File: config.mk
export PLATFORM = sky130hd
export DESIGN_NAME = mem_issue_buffer
export DESIGN_NICKNAME = d
export VERILOG_FILES = /design/src/rtl/mem_issue_buffer.sv
export SDC_FILE = /design/constraint.sdc
export NUM_CORES = 1
export LEC_CHECK = 0
export BUFFER_PORTS_ARGS = -buffer_cell sky130_fd_sc_hd__clkbuf_2
export CORE_MARGIN = 8
export CORE_UTILIZATION = 45
export CTS_BUF_LIST = sky130_fd_sc_hd__clkbuf_4 sky130_fd_sc_hd__clkbuf_8
export DETAILED_ROUTE_END_ITERATION = 6
export HOLD_SLACK_MARGIN = 0.03
export PLACE_DENSITY = 0.71
export SYNTH_ARGS = -nofsm -noshare
export SYNTH_HDL_FRONTEND = slang
export SYNTH_SLANG_ARGS = --single-unit
File: constraint.sdc
create_clock -name clk -period 5.84 [get_ports clk]
set_input_delay 0.876 -clock clk [delete_from_list [all_inputs] [get_ports clk]]
set_output_delay 0.876 -clock clk [all_outputs]
set_load 0.02 [all_outputs]
File: src/rtl/mem_issue_buffer.sv
// mem_issue_buffer: in-order request buffer between the load/store queue and
// the data cache.
//
// Requests from the LSQ are queued in a DEPTH-entry FIFO and issued to the
// cache one per cycle while the cache is not stalling and fewer than
// MAX_OUTSTANDING requests are awaiting a response. The LSQ is held off with
// stall_out when the FIFO is full; a request presented while full is dropped
// and flagged on the sticky overflow output.
//
// Optional feature: define MEM_ISSUE_BYPASS_EN to let a request arriving at
// an empty buffer go straight to the cache outputs on the same edge.
//
// Ports:
//   clk, rst                 clock (rising edge), async active-high reset
//   addr_in/data_in/rw_in/id_in, valid_in   request from the LSQ
//   stall_out                buffer full, LSQ must hold its request
//   addr_out/data_out/rw_out/id_out, valid_out  registered issue to the cache
//   stall_in                 cache cannot accept requests
//   ready_in                 cache returned one response this cycle
//   outstanding              issued-but-unanswered request count
//   overflow                 sticky: request dropped while full
//   underflow                sticky: response seen with nothing outstanding
module mem_issue_buffer #(
  parameter int unsigned DEPTH           = 4,
  parameter int unsigned ADDR_W          = 32,
  parameter int unsigned DATA_W          = 32,
  parameter int unsigned ID_W            = 4,
  parameter int unsigned MAX_OUTSTANDING = 8
) (
  input  logic              clk,
  input  logic              rst,
  input  logic [ADDR_W-1:0] addr_in,
  input  logic [DATA_W-1:0] data_in,
  input  logic              rw_in,
  input  logic [ID_W-1:0]   id_in,
  input  logic              valid_in,
  output logic              stall_out,
  output logic [ADDR_W-1:0] addr_out,
  output logic [DATA_W-1:0] data_out,
  output logic              rw_out,
  output logic [ID_W-1:0]   id_out,
  output logic              valid_out,
  input  logic              stall_in,
  input  logic              ready_in,
  output logic [3:0]        outstanding,
  output logic              overflow,
  output logic              underflow
);

  localparam int unsigned PtrW = (DEPTH > 1) ? $clog2(DEPTH) : 1;
  localparam int unsigned CntW = PtrW + 1;
  localparam int unsigned EntW = ADDR_W + DATA_W + 1 + ID_W;

  localparam logic [CntW-1:0] CountFull = CntW'(DEPTH);
  localparam logic [3:0]      MaxOut    = 4'(MAX_OUTSTANDING);

  // Occupancy view of the FIFO, kept for assertions and debug visibility.
  typedef enum logic [1:0] {StEmpty, StPartial, StFull} state_e;

  logic [EntW-1:0] mem_q [DEPTH];
  logic [PtrW-1:0] rd_ptr_q, wr_ptr_q;
  logic [CntW-1:0] count_q, count_d;
  logic [3:0]      outstanding_q, outstanding_d;
  logic            overflow_q, overflow_d;
  logic            underflow_q, underflow_d;
  logic            valid_q;
  logic [EntW-1:0] payload_q;
  state_e          state_q, state_d;

  logic            can_issue, fire, bypass, issue, push;
  logic [EntW-1:0] in_entry, head_entry;

  assign in_entry   = {addr_in, data_in, rw_in, id_in};
  assign head_entry = mem_q[rd_ptr_q];

  assign can_issue = !stall_in && (outstanding_q < MaxOut);
  assign fire      = (count_q != '0) && can_issue;

`ifdef MEM_ISSUE_BYPASS_EN
  // An empty buffer hands the incoming request straight to the cache.
  assign bypass = (count_q == '0) && valid_in && can_issue;
`else
  assign bypass = 1'b0;
`endif

  assign issue = fire | bypass;
  // Fullness is judged on the pre-edge count; a same-cycle pop does not help.
  assign push  = valid_in && (count_q != CountFull) && !bypass;

  assign stall_out = (count_q == CountFull);

  always_comb begin
    count_d    = count_q + CntW'(push) - CntW'(fire);
    overflow_d = overflow_q | (valid_in && (count_q == CountFull));
  end

  always_comb begin
    outstanding_d = outstanding_q;
    underflow_d   = underflow_q;
    if (ready_in && (outstanding_q == '0) && !issue) begin
      underflow_d = 1'b1;
    end else begin
      outstanding_d = outstanding_q + 4'(issue) - 4'(ready_in);
    end
  end

  always_comb begin
    state_d = StPartial;
    if (count_d == '0) begin
      state_d = StEmpty;
    end else if (count_d == CountFull) begin
      state_d = StFull;
    end
  end

  always_ff @(posedge clk or posedge rst) begin
    if (rst) begin
      count_q       <= '0;
      rd_ptr_q      <= '0;
      wr_ptr_q      <= '0;
      outstanding_q <= '0;
      overflow_q    <= 1'b0;
      underflow_q   <= 1'b0;
      valid_q       <= 1'b0;
      payload_q     <= '0;
      state_q       <= StEmpty;
    end else begin
      count_q       <= count_d;
      outstanding_q <= outstanding_d;
      overflow_q    <= overflow_d;
      underflow_q   <= underflow_d;
      valid_q       <= issue;
      state_q       <= state_d;
      if (push) begin
        wr_ptr_q <= wr_ptr_q + PtrW'(1);
      end
      if (fire) begin
        rd_ptr_q <= rd_ptr_q + PtrW'(1);
      end
      if (issue) begin
        payload_q <= bypass ? in_entry : head_entry;
      end
    end
  end

  // Storage is not reset; count_q alone decides which entries are live.
  always_ff @(posedge clk) begin
    if (push) begin
      mem_q[wr_ptr_q] <= in_entry;
    end
  end

  assign {addr_out, data_out, rw_out, id_out} = payload_q;
  assign valid_out   = valid_q;
  assign outstanding = outstanding_q;
  assign overflow    = overflow_q;
  assign underflow   = underflow_q;

  always_comb begin
    if (!rst) begin
      assert ((state_q == StEmpty) == (count_q == '0));
      assert ((state_q == StFull) == (count_q == CountFull));
    end
  end

endmodule

==> results of run 1 <==
## per-layer routing
metal / routed length, um / up-vias
met1: 9910 / 3117
met4: 523 / 4
met2: 12300 / 174
li1: - / 2727
met5: 18 / -
met3: 1660 / 44
## cell families after synthesis
logic type	synth area share, %
flops	77.7
mux	17.8
buf+inv	1.60
simple gates	0.826
fa+ha+maj	1.24
compound gates	0.385
xor+xnor	0.460
## state kept, by name, summed over array words and instances (netlist names)
register     count
underflow        1
wr_ptr_q         2
mem_q          276
valid_out        1
count_q          3
payload_q       69
overflow         1
rd_ptr_q         2
outstanding      4
## cell type report
cell class	instances	area, um^2
Timing Repair Buffer	152	766
Fill cell	2318	13900
Sequential cell	359	10400
Clock buffer	82	985
Clock inverter	21	115
Inverter	10	42.5
Tap cell	390	488
Multi-Input combinational cell	182	2770
## power by group
group	switching (W)	leakage, nW	internal, W
logic	0.00115	1.57	0.00114
clock network	0.000904	0.594	0.00112
registers	0.000468	3.50	0.00351
total	0.00252	5.66	0.00577
## metrics by stage
stage / cells / area, um^2 / power (W) / worst slack (ps) / hold WS [ps]
floorplan: 575 / 13300 / 0.00566 / 2510 / 502
global placement: 1093 / 14400 / 0.00632 / 2880 / 438
detailed placement: 1093 / 14400 / 0.00639 / 2820 / 449
CTS: 1196 / 15500 / 0.00844 / 3050 / 200
global route: 1196 / 15500 / 0.00875 / 2910 / 214
finish: 1196 / 15500 / 0.00829 / 3160 / 228
## layout by cell type, fill, tap and decap left out, types with 3 or more instances in the layout
cell type,synthesis,layout
edfxtp_1,276,276
clkbuf_2,0,150
dfrtp_1,83,81
mux4_2,69,69
mux2_2,66,66
clkbuf_8,0,59
clkbuf_4,0,23
clkinv_1,0,12
ha_1,10,10
inv_1,9,8
clkinv_2,0,8
xnor2_1,6,6
and2_4,0,4
mux2_4,4,4
nor2b_1,3,3
## how the worst max path moves through the flow
stage | from | endpoint | slack, ps | cells past startpoint
final | rd_ptr_q[0] | payload_q[59] | 3160 | 3
after global routing | rd_ptr_q[0] | payload_q[0] | 2910 | 3
after CTS | rd_ptr_q[0] | payload_q[0] | 3050 | 3
after detailed placement | stall_in | count_q[2] | 2820 | 7
after global placement | stall_in | count_q[2] | 2880 | 7
after floorplan | valid_in | mem_q[0][0] | 2510 | 3
## critical path: stages, from the launching register on
cell	delay (ps)
dfrtp_4	1080
buf_4	580
mux4_2	570
mux2_2	270
==> metrics, run 1 <==
Crit Path Class=flip-flop to flip-flop; Reg2Reg Setup Slack=3160 ps; Mean Syn Cell Area=23.2 um^2; largest net degree at the start of global routing=73; critical path launch point type=flip-flop; period utilization=45.8%; starting density of the core=45.4%; die width=188 um; synth unique cells=33; first-pass GRT wire length=37.8 mm; Total GRT Usage=13.8%; CTS Buf Count=56; Worst Tran Pin Value=1120 ps; Clock Skews=26.4 ps; TritonCTS clock tree=built; met1 global-route usage=17.2%; met2 usage=23.2%; synth cell count leaders=276 x edfxtp_1, 83 x dfrtp_1, 69 x mux4_2; H-Tree Depth=2; count leader, synth=edfxtp_1; DR iter-0 viols=260; count of flip-flops with a built-in enable after synthesis=276; Ys Warns=0; ANT cells=0; share of layout cells above drive strength 1=48.9%; core region area=29400 um^2; MaxCap Viol Count=0; Final #Nets=847; Syn Inst Count=575; sequential element share of the synthesized area=77.7%; Async SR Flop Fraction=23.1%; Row Count=63; reg2reg start=rd_ptr_q[0]; Max-slew headroom=25.4%; Final TNS setup=0 ps; area delta synth->final=16.5%; Max VDD drop=0.000349 V; ys flop type=edfxtp_1; IO Port Bufs=150; unrepaired setup endpoints after global routing=no; Max Freq=374 MHz; total gr overflow=0; Synth area leaders=edfxtp_1 62%, dfrtp_1 16%, mux4_2 12%; full die area=35400 um^2; Setup violations, final=0; 1st-pass router iterations=4; area leader, netlist=edfxtp_1; Most Crowded Layer GR=met2; Pleak=5.66 nW; reg2reg end=payload_q[59]; number of synthesized register bits=359; Setup crit end kind=flip-flop; Tmin final=2680 ps; GP Congestion=0.721; DRC viols=0; Final ANT Viol Nets=0; Boundary Pins=151; dpl hpwl=13.9 mm; Required @ worst endpoint=6270 ps; clk sinks=359; worst-path maximum fanout=48; Worst EP arrival=3100 ps; outcome=finished, final reports clean; worst skew pair latency=570 ps; initial antenna violation count=2; endpoints failing hold=0; Via density=5.07; Die Ht=188 um; pwr dens=533 nW/um^2; total wire length=24.5 mm; vias in the first global route=6515; share of Yosys cell area claimed by the top area cell type=62.2%; Hold WC Path Type=input pin to async pin; clk buf depth=3; Clock transition at path regs=60 ps; final design utilization=52.8%; synthesized area=13300 um^2; CTS-repair resized insts=0; cts-stage hold buffer count=0; Vias=6066; Slew Viols, Final=0; WL/cell=20.4 um; cells on worst reg2reg path=3; Clock Tree Root=clkbuf_8; number of setup buffers added after CTS=0; syn_nets=661; met3 Use GR=3.73%
No activity file was read; power rests on OpenSTA's default activity.
==> run 2: changes to the inputs <==
--- a/config.mk
+++ b/config.mk
@@ -11,7 +11,7 @@
 export CTS_BUF_LIST = sky130_fd_sc_hd__clkbuf_4 sky130_fd_sc_hd__clkbuf_8
 export DETAILED_ROUTE_END_ITERATION = 6
 export HOLD_SLACK_MARGIN = 0.03
-export PLACE_DENSITY = 0.71
+export PLACE_DENSITY = 0.73
 export SYNTH_ARGS = -nofsm -noshare
 export SYNTH_HDL_FRONTEND = slang
 export SYNTH_SLANG_ARGS = --single-unit
==> constraint.sdc (replaced) <==
create_clock -name clk -period 2.2 [get_ports clk]
set_input_delay 0.33 -clock clk [delete_from_list [all_inputs] [get_ports clk]]
set_output_delay 0.33 -clock clk [all_outputs]
set_load 0.02 [all_outputs]
==> metrics, run 2 (synthesis results as in run 1) <==
critical path launch point type=flip-flop; 1st-pass router iterations=6; TritonCTS clock tree=built; logic gate share of total power=31.2%; Final #Nets=934; Pleak=6.15 nW; pwr dens=1380 nW/um^2; Critical Path Max Stage Delay=420 ps; total gr overflow=0; Worst EP arrival=2580 ps; starting density of the core=45.4%; Setup crit end kind=flip-flop; Final ANT Viol Nets=0; CTS Buf Count=55; Seq pwr share=43.6%; Worst Tran Pin Value=433 ps; Max Freq=468 MHz; Largest Register=mem_q; most frequent cells in the layout=276 x edfxtp_1, 150 x clkbuf_2, 81 x dfrtp_1; met1 global-route usage=18.1%; dpl hpwl=14.9 mm; area delta synth->final=25.1%; Vias=6492; largest net degree at the start of global routing=38; Boundary Pins=151; Total GRT Usage=14.5%; Setup violations, final=0; minimum hold slack=92.8 ps; outcome=finished, final reports clean; share of layout cells above drive strength 1=47.2%; total wire length=25.4 mm; Clock Tree Root=clkbuf_8; endpoints failing hold=0; # fillers=2197; full die area=35400 um^2; Max VDD drop=0.000775 V; GP Congestion=0.724; met2 usage=24.8%; first-pass GRT wire length=40.6 mm; vias in the first global route=7172; Reg area=10400 um^2; Sw Ratio=30.0%; die width=188 um; slowest CP cell=or3_4; MaxCap Viol Count=0; met3 Use GR=3.29%; clk buf depth=3; Clk pwr share=25.2%; Crit Path Class=flip-flop to flip-flop; Clock transition at path regs=60 ps; initial antenna violation count=0; Largest register FFs=276; Tmin final=2140 ps; Die Ht=188 um; Hold WC Path Type=input pin to flip-flop; Slew Viols, Final=0; Max-slew headroom=71.1%; Clock Skews=21.1 ps; internal power=0.0161 W; unrepaired setup endpoints after global routing=no; Via density=5.05; commonest non-fill, non-tap cell in the layout=edfxtp_1; Required @ worst endpoint=2650 ps; total power=0.0230 W; H-Tree Depth=2; DRC viols=0; ANT cells=0; Switching Power=0.00688 W; clk sinks=359; core region area=29400 um^2; worst-path maximum fanout=4; placed inst area=14800 um^2; period utilization=97.1%; Worst path most repeated cell=ha_1; IO Port Bufs=150; Most Crowded Layer GR=met2; area of the multi-input gates=2770 um^2; DR iter-0 viols=249; WL/cell=19.8 um; worst skew pair latency=570 ps; Finished Cell Area=16700 um^2; CP Cell Sequence=or3_4 > nand2_4 > ha_1 > inv_1 > ha_1 > a211oi_1 > o22ai_1 > o32a_1; Row Count=63
[run 2: cell types whose count changed in the layout (fill, tap and decap cells not counted), sizes merged]
cell	change
buf	+17
clkbuf	+3
bufinv	+2
dlygate4sd3	+71
clkinv	-7
clkinvlp	+4
inv	-1
[run 2: layout make-up]
class                      instances  share of cell area [%]
tap                              390                    2.93
inverter                          10                   0.263
multi-input combinational        182                    16.6
clock inverter                    19                    1.04
sequential                       359                    62.2
timing repair buffer             240                    10.8
clock buffer                      85                    6.15
[run 2: final timing paths]
path                             from              to  slack, ps  cells after the start
min in group asynchronous         rst       valid_out        310                      3
setup / recovery           count_q[2]  outstanding[3]         60                      8
max in group asynchronous         rst    payload_q[2]       1320                      4
hold / removal               stall_in     rd_ptr_q[0]         90                      4
hold reg to reg              overflow        overflow        480                      1
setup reg to reg           count_q[2]  outstanding[3]         60                      8
[run 2: worst max-delay path, delay by kind of cell (launching register included)]
family / cells / cell delay [ps]
buffers and inverters: 1 / 60
AND/OR/NAND/NOR: 2 / 540
AO/OA/AOI/OAI: 3 / 620
flip-flops: 1 / 400
adder cells (fa/ha/maj): 2 / 410
[run 2: repair_timing]
item,in CTS,in global routing
setup endpoints to repair,0,1
hold buffers,71,0
gates resized for setup,0,1
endpoints found under the hold margin,291,0
buffers inserted,0,0
[run 2: power groups by stage]
stage,sequential (W),clock [W],combinational [W]
5_1_grt,0.0102,0.00622,0.00774
2_1_floorplan,0.0108,0,0.00417
3_3_place_gp,0.0101,0,0.00712
6_report,0.0100,0.00578,0.00716
4_1_cts,0.0100,0.00597,0.00734
3_5_place_dp,0.0102,0,0.00722
[run 2: per-stage QoR]
| stage | worst slack [ps] | setup TNS [ps] | cells | utilization (%) |
|---|---|---|---|---|
| floorplan | -90.5 | -24990 | 575 | - |
| global placement | 120 | 0 | 1110 | 50.2 |
| detailed placement | 77.4 | 0 | 1110 | 50.2 |
| CTS | 81.5 | 0 | 1285 | 56.7 |
| global route | 4.08 | 0 | 1285 | 56.7 |
| finish | 62.8 | 0 | 1285 | 56.7 |
[run 2: routing by layer]
metal	vias up	wire, um
met5	-	0
met4	0	544
met3	51	1370
met2	194	12800
met1	3347	10700
li1	2900	-
==> run 3: changes to the inputs <==
--- a/config.mk
+++ b/config.mk
@@ -5,6 +5,7 @@
 export SDC_FILE = /design/constraint.sdc
 export NUM_CORES = 1
 export LEC_CHECK = 0
+export ABC_AREA = 1
 export BUFFER_PORTS_ARGS = -buffer_cell sky130_fd_sc_hd__clkbuf_2
 export CORE_MARGIN = 8
 export CORE_UTILIZATION = 45
==> metrics, run 3 <==
die width=192 um; total wire length=31.2 mm; synth cell count leaders=499 x nand2_1, 276 x edfxtp_1, 87 x o21ai_0; first-pass GRT wire length=49.9 mm; pwr dens=1370 nW/um^2; Crit Path Class=flip-flop to flip-flop; WP buf/inv=1; Hold WC Path Type=input pin to flip-flop; Largest Register=mem_q; Worst EP arrival=2450 ps; Vias=9131; most frequent cells in the layout=497 x nand2_1, 276 x edfxtp_1, 150 x clkbuf_2; Worst path most repeated cell=ha_1; count leader, synth=nand2_1; CP top delay family=adder cells; Tmin final=2010 ps; sequential element share of the synthesized area=74.7%; GP Congestion=0.736; Finished Cell Area=17200 um^2; Required @ worst endpoint=2640 ps; 1st-pass router iterations=4; Clock transition at path regs=60 ps; Final TNS setup=0 ps; minimum hold slack=152 ps; worst-path maximum fanout=5; number of setup buffers added after CTS=0; Via density=4.89; period utilization=91.5%; area of the multi-input gates=3170 um^2; area delta synth->final=23.7%; DR iter-0 viols=493; vias in the first global route=9490; clk sinks=359; share of layout cells above drive strength 1=19.2%; mux contribution to synthesized area=0%; Max-slew headroom=34.6%; largest net degree at the start of global routing=140; DRC viols=0; share of Yosys cell area claimed by the top area cell type=59.7%; critical path depth=9; Post-Synth Adder-Cell Area=1.19%; syn_nets=1269; Clock Tree Root=clkbuf_8; dpl hpwl=16.7 mm; Critical Path Max Stage Delay=410 ps; Syn Inst Count=1183; unrepaired setup endpoints after global routing=no; Synth area leaders=edfxtp_1 60%, dfrtp_1 15%, nand2_1 13%; synth unique cells=22; starting density of the core=45.5%; full die area=36700 um^2; CTS Buf Count=56; Final ANT Viol Nets=0; Setup crit end kind=flip-flop; Max Freq=497 MHz; ANT cells=0; Reg2Reg Setup Slack=190 ps; WL/cell=16.7 um; Worst Tran Pin Value=980 ps; XOR/XNOR share of the synthesized area=0.316%; area leader, netlist=edfxtp_1; largest family of logic cells by synthesized area=simple AND/OR/NAND/NOR gates; critical path launch point type=flip-flop; Mean Syn Cell Area=11.7 um^2; cells on worst reg2reg path=9; MaxCap Viol Count=0; commonest non-fill, non-tap cell in the layout=nand2_1; IO Port Bufs=150; Final #Nets=1509; slowest CP cell=dfrtp_1; H-Tree Depth=2; clk buf depth=3; ys flop type=edfxtp_1; Boundary Pins=151; # fillers=2478; synthesized area=13900 um^2; Ys Warns=0; placed inst area=15200 um^2; Synth Area in Compound Gates=5.29%; total gr overflow=0; worst hold stages=5; total power=0.0235 W; CP Cell Sequence=nor2_2 > nand2_4 > ha_1 > inv_1 > ha_1 > fa_1 > xor2_1 > nand2_1 > o21ai_0; Slew Viols, Final=0; core region area=30500 um^2; Total GRT Usage=17.1%; Max VDD drop=0.000876 V; simple logic cell fraction of the synthesized area=15.8%; number of synthesized register bits=359; Row Count=64; Pleak=7.21 nW; Largest register FFs=276; Async SR Flop Fraction=23.1%; endpoints failing hold=0; Die Ht=192 um; Reg area=10400 um^2; outcome=finished, final reports clean; worst skew pair latency=560 ps; Clock Skews=15.6 ps; Setup violations, final=0; initial antenna violation count=0; TritonCTS clock tree=built; count of flip-flops with a built-in enable after synthesis=276
-- run 3: what timing repair did --
action | in CTS | in global routing
hold buffers | 71 | 0
gates resized for setup | 0 | 1
endpoints found under the setup margin | 0 | 1
endpoints found under the hold margin | 360 | 0
-- run 3: stage by stage --
stage                     setup WS, ps  instances  util (%)
after CTS                          118       1867      56.3
after floorplan                   3.12       1183         -
after global placement             171       1690      49.9
final                              186       1867      56.3
after detailed placement           136       1690      49.9
after global routing              45.3       1867      56.3
-- run 3: cells by family (layout without fill, tap and decap cells) --
| logic type | Yosys count | count (layout) |
|---|---|---|
| DFF | 359 | 359 |
| buffers and inverters | 81 | 369 |
| AOI/OAI and AO/OA | 145 | 145 |
| adders and majority gates | 12 | 12 |
| xor gates and xnor gates | 5 | 5 |
| and+or+nand+nor | 581 | 581 |
-- run 3: worst paths after layout --
check / start / endpoint
worst max-delay path: outstanding[3] / outstanding[2]
worst min-delay path: ready_in / outstanding[3]
worst max register to register: outstanding[3] / outstanding[2]
worst min register to register: underflow / underflow
max in group asynchronous: rst / payload_q[62]
min in group asynchronous: rst / outstanding[3]
-- run 3: power breakdown --
| group | switching, W | total (W) | internal (W) |
|---|---|---|---|
| combinational | 0.00535 | 0.00778 | 0.00243 |
| clock | 0.00250 | 0.00596 | 0.00346 |
| sequential | 0.000637 | 0.00981 | 0.00917 |
| total | 0.00849 | 0.0235 | 0.0151 |
-- run 3: worst min-delay path, stage by stage --
cell and delay (ps):
clkbuf_2 100, nand2_1 60, nor2_1 70, nand2_1 70, nand2_1 50
-- run 3: area by class of cell --
cell class | count | share of cell area [%]
flip-flops and latches | 359 | 60.4
multi-input cells | 743 | 18.5
repair buffers | 242 | 10.5
clock buffers | 86 | 6.24
well taps | 396 | 2.89
clock inverters | 20 | 0.977
inverters | 21 | 0.496
-- run 3: metal layers --
| metal | track usage, % | wire length [um] | part of all wire (%) | vias to the layer above |
|---|---|---|---|---|
| met5 | 0 | 0 | 0 | - |
| met4 | 5.71 | 648 | 2.1 | 0 |
| met3 | 3.01 | 1670 | 5.3 | 56 |
| met2 | 29.6 | 15500 | 50 | 249 |
| met1 | 21.5 | 13400 | 43 | 4373 |
| li1 | - | - | - | 4453 |
